--- config.mk ---
export PLATFORM = sky130hd
export DESIGN_NAME = mem_port_arbiter
export DESIGN_NICKNAME = d
export VERILOG_FILES = /design/src/rtl/mem_port_arbiter.sv
export SDC_FILE = /design/constraint.sdc
export NUM_CORES = 1
export LEC_CHECK = 0
export BUFFER_PORTS_ARGS = -buffer_cell sky130_fd_sc_hd__buf_2
export CORE_MARGIN = 2
export CORE_UTILIZATION = 51
export DETAILED_ROUTE_END_ITERATION = 8
export PLACE_DENSITY = 0.87
export SYNTH_ARGS = -nofsm -noshare
export SYNTH_HDL_FRONTEND = slang
export SYNTH_SLANG_ARGS = --single-unit
export TNS_END_PERCENT = 10
--- constraint.sdc ---
create_clock -name clk -period 4.2 [get_ports clk]
set_input_delay 0 -clock clk [delete_from_list [all_inputs] [get_ports clk]]
set_output_delay 0 -clock clk [all_outputs]
set_load 0.01 [all_outputs]
--- src/rtl/mem_port_arbiter.sv ---
// Round-robin arbiter that shares one fixed-latency single-port memory between
// the fetch port (0) and the load/store port (1), returning read data with a one-cycle ack.
module mem_port_arbiter #(
    parameter int unsigned MEM_LAT = 2,
    parameter int unsigned CNT_W   = 4
) (
    input  logic        clk,
    input  logic        rst,
    input  logic        req0,
    input  logic        we0,
    input  logic        req1,
    input  logic        we1,
    input  logic [31:0] mem_rdata,
    output logic        mem_en,
    output logic        mem_we,
    output logic        sel_sig,
    output logic [31:0] rdata,
    output logic        ack0,
    output logic        ack1,
    output logic        busy
);

    typedef enum logic [1:0] {
        S_IDLE = 2'd0,
        S_BUSY = 2'd1,
        S_RESP = 2'd2
    } state_t;

    localparam logic [CNT_W-1:0] CNT_LAST = CNT_W'(MEM_LAT - 1);
    localparam logic [CNT_W-1:0] CNT_ONE  = CNT_W'(1);

    state_t            state_q, state_d;
    logic [CNT_W-1:0]  cnt_q, cnt_d;
    logic              grant_q, grant_d;
    logic              last_grant_q, last_grant_d;
    logic              we_q, we_d;
    logic [31:0]       rdata_q, rdata_d;
    logic              pick_s;

    // Round-robin choice: on a tie the port that did not win last time goes first.
    always_comb begin
        if (req0 && req1) begin
            pick_s = ~last_grant_q;
        end else if (req1) begin
            pick_s = 1'b1;
        end else begin
            pick_s = 1'b0;
        end
    end

    // State and datapath registers.
    always_ff @(posedge clk or posedge rst) begin
        if (rst) begin
            state_q      <= S_IDLE;
            cnt_q        <= '0;
            grant_q      <= 1'b0;
            last_grant_q <= 1'b0;
            we_q         <= 1'b0;
            rdata_q      <= 32'd0;
        end else begin
            state_q      <= state_d;
            cnt_q        <= cnt_d;
            grant_q      <= grant_d;
            last_grant_q <= last_grant_d;
            we_q         <= we_d;
            rdata_q      <= rdata_d;
        end
    end

    // Next-state logic; requests are only looked at in IDLE.
    always_comb begin
        state_d      = state_q;
        cnt_d        = cnt_q;
        grant_d      = grant_q;
        last_grant_d = last_grant_q;
        we_d         = we_q;
        rdata_d      = rdata_q;
        case (state_q)
            S_IDLE: begin
                if (req0 || req1) begin
                    state_d      = S_BUSY;
                    grant_d      = pick_s;
                    last_grant_d = pick_s;
                    we_d         = pick_s ? we1 : we0;
                    cnt_d        = '0;
                end else begin
                    state_d = S_IDLE;
                end
            end
            S_BUSY: begin
                cnt_d = cnt_q + CNT_ONE;
                if (cnt_q == CNT_LAST) begin
                    rdata_d = mem_rdata;
                    state_d = S_RESP;
                end else begin
                    state_d = S_BUSY;
                end
            end
            S_RESP: begin
                state_d = S_IDLE;
            end
            default: begin
                state_d = S_IDLE;
            end
        endcase
    end

    // Outputs decoded from registered state only.
    always_comb begin
        mem_en = 1'b0;
        mem_we = 1'b0;
        ack0   = 1'b0;
        ack1   = 1'b0;
        busy   = 1'b0;
        case (state_q)
            S_BUSY: begin
                mem_en = 1'b1;
                mem_we = we_q;
                busy   = 1'b1;
            end
            S_RESP: begin
                ack0 = ~grant_q;
                ack1 = grant_q;
                busy = 1'b1;
            end
            default: begin
                busy = 1'b0;
            end
        endcase
    end

    assign sel_sig = grant_q;
    assign rdata   = rdata_q;

endmodule

==> flow_metrics.env <==
export IMPL_via_per_inst=4.82
export IMPL_peakVddDrop_uv=463
export IMPL_drive_gt1_frac=0.509
export IMPL_numPortBuffers=75
export IMPL_dp_final_hpwl_mm=2.27
export IMPL_fin_tns_setup_ns=0
export IMPL_arrival_ns=2.24
export IMPL_power_per_cell_area_mw_per_mm2=712
export IMPL_clock_skew_ns=0.0196
export IMPL_core_area_mm2=0.00339
export IMPL_ys_seq_area_frac=0.551
export IMPL_crit_type="reg2reg"
export IMPL_path_max_fanout=33
export IMPL_ant_nets=0
export IMPL_required_ns=4.44
export IMPL_synth_seq_cells=40
export IMPL_route_detailed_drc=0
export IMPL_synthArstFlopShare=1.00
export IMPL_die_h_um=63.7
export IMPL_yosys_cell_types_count=30
export IMPL_synth_common_cells="dfrtp_1 (40), mux2_4 (29), ha_1 (5)"
export IMPL_rr_worst_depth=4
export IMPL_synthMostInstantiatedCell="dfrtp_1"
export IMPL_critPathCaptureType="register"
export IMPL_syn_nets=159
export IMPL_slew_viol_final=0
export IMPL_cts_tree="built"
export IMPL_tritoncts_num_buffers=5
export IMPL_groute_usage_overall=0.220
export IMPL_syn_inst=116
export IMPL_min_period_ns=2.00
export IMPL_area_growth_synth_to_final_pct=45.0
export IMPL_cts_resized=0
export IMPL_min_delay_path_class="in2reg"
export IMPL_synth_top_area_cell="dfrtp_1"
export IMPL_fp_dieW_um=63.7
export IMPL_status="completed"
export IMPL_gp_congestion=0.710
export IMPL_synth_top_area_frac=0.551
export IMPL_row_count=21
export IMPL_final_area_mm2=0.00264
export IMPL_hold_violations=0
export IMPL_ctsLongestPathBuffers=2
export IMPL_vias=1340
export IMPL_post_route_period_util=0.477
export IMPL_wl_mm=4.13
export IMPL_htreeDepth=2
export IMPL_cp_start_kind="register"
export IMPL_synth_area_leaders="dfrtp_1 (55%), mux2_4 (24%), ha_1 (3.4%)"
export IMPL_place_area_mm2=0.00218
export IMPL_n_antenna_cell=0
export IMPL_floorplan_initialDensity=0.536
export IMPL_setup_viol=0
export IMPL_grt_pass1_vias=1407
export IMPL_wl_per_cell_um=14.8
export IMPL_pin_count=76
export IMPL_slew_headroom=0.593
export IMPL_p_leak_nw=1.33
export IMPL_tightest_slew_ns=0.611
export IMPL_grt_first_pass_wirelength_mm=6.67
export IMPL_clock_fmax_ghz=0.499
export IMPL_path_clk_slew_ns=0.13
export IMPL_drt_iter0_markers=43
export IMPL_grt_overflow=0
export IMPL_grt_max_degree=41
export IMPL_synth_warnings=0
export IMPL_hold_depth=3
export IMPL_clock_sinks=40
export IMPL_dieArea_mm2=0.00406
export IMPL_fin_nets=274
export IMPL_synth_area_mm2=0.00182
export IMPL_antenna_found_initial=0
export IMPL_grt_setup_unrepaired="false"
export IMPL_clk_latency_ns=0.36
export IMPL_clockRootBuffer="clkbuf_4"
export IMPL_drv_cap=0
export IMPL_syn_avg_cell_area_um2=15.7
export IMPL_dr_pass1_iters=4
export IMPL_synth_edf_count=0
export IMPL_ys_flop_type="dfrtp_1"
==> routing by layer <==
metal / track usage / part of all wire / vias to the layer above
met3: 0.0446 / 0.056 / 9
met4: 0.103 / 0.022 / 0
met2: 0.378 / 0.49 / 54
met1: 0.263 / 0.43 / 638
li1: - / - / 639
met5: 0 / 0 / -
==> critical path: stages (launching register included) <==
cell and delay, ns:
dfrtp_1 0.40, inv_1 0.08, ha_1 0.33, and3_4 0.66
mux2_2 0.40
==> cells in the final DEF (no fill, tap or decap), types with 3 or more instances in the layout <==
| cell | instances |
|---|---|
| ha_1 | 5 |
| dlygate4sd3_1 | 37 |
| mux2_4 | 29 |
| dfrtp_1 | 40 |
| clkbuf_4 | 5 |
| inv_1 | 4 |
| mux2_2 | 3 |
| buf_2 | 75 |
| o21ai_0 | 3 |
| nand2_1 | 3 |
==> where the power goes <==
group	internal (mW)	switching (mW)
registers	0.579	0.118
clock network	0.127	0.132
logic	0.526	0.394
total	1.23	0.644
==> state kept, by name, indices dropped and copies added, names as in the netlist <==
name and count:
state_q 2, cnt_q 4, we_q 1, rdata 32
last_grant_q 1
==> final timing paths <==
check	startpoint	endpoint	slack [ns]
max reg2reg	state_q[1]	rdata[23]	2.20
min in group asynchronous	rst	rdata[21]	0.30
min reg2reg	rdata[10]	rdata[10]	0.52
min	req1	we_q	0.04
max	state_q[1]	rdata[23]	2.20
max in group asynchronous	rst	rdata[4]	3.54
==> cells by family after synthesis <==
kind of cell | Yosys count | share of synthesized area
adder cells (fa/ha/maj) | 5 | 0.0344
flip-flops | 40 | 0.551
AO/OA/AOI/OAI | 12 | 0.0447
buffers and inverters | 9 | 0.0502
multiplexers | 33 | 0.264
AND/OR/NAND/NOR | 17 | 0.0564
==> cell type report <==
cell class,count,area [um2]
flip-flops and latches,40,1000
repair buffers,113,753
fillers,186,753
multi-input cells,67,726
well taps,46,57.6
clock inverters,3,46.3
clock buffers,5,37.5
inverters,4,15.0
==> per-stage QoR <==
step,power (mW),setup WS [ns],utilization,hold WS [ns],cells
final,1.88,2.20,0.778,0.0362,278
after global routing,2.00,2.08,0.778,0.0460,278
after CTS,1.87,2.20,0.778,0.0184,278
after detailed placement,1.57,2.22,0.644,0.141,233
after global placement,1.55,2.28,0.644,0.142,233
after floorplan,1.35,2.53,-,0.104,116
==> timing repair <==
action / CTS / global route
setup buffers: 0 / 0
hold buffers: 37 / 0
endpoints found under the hold margin: 74 / 0
Power figures use the tool's default switching activity.
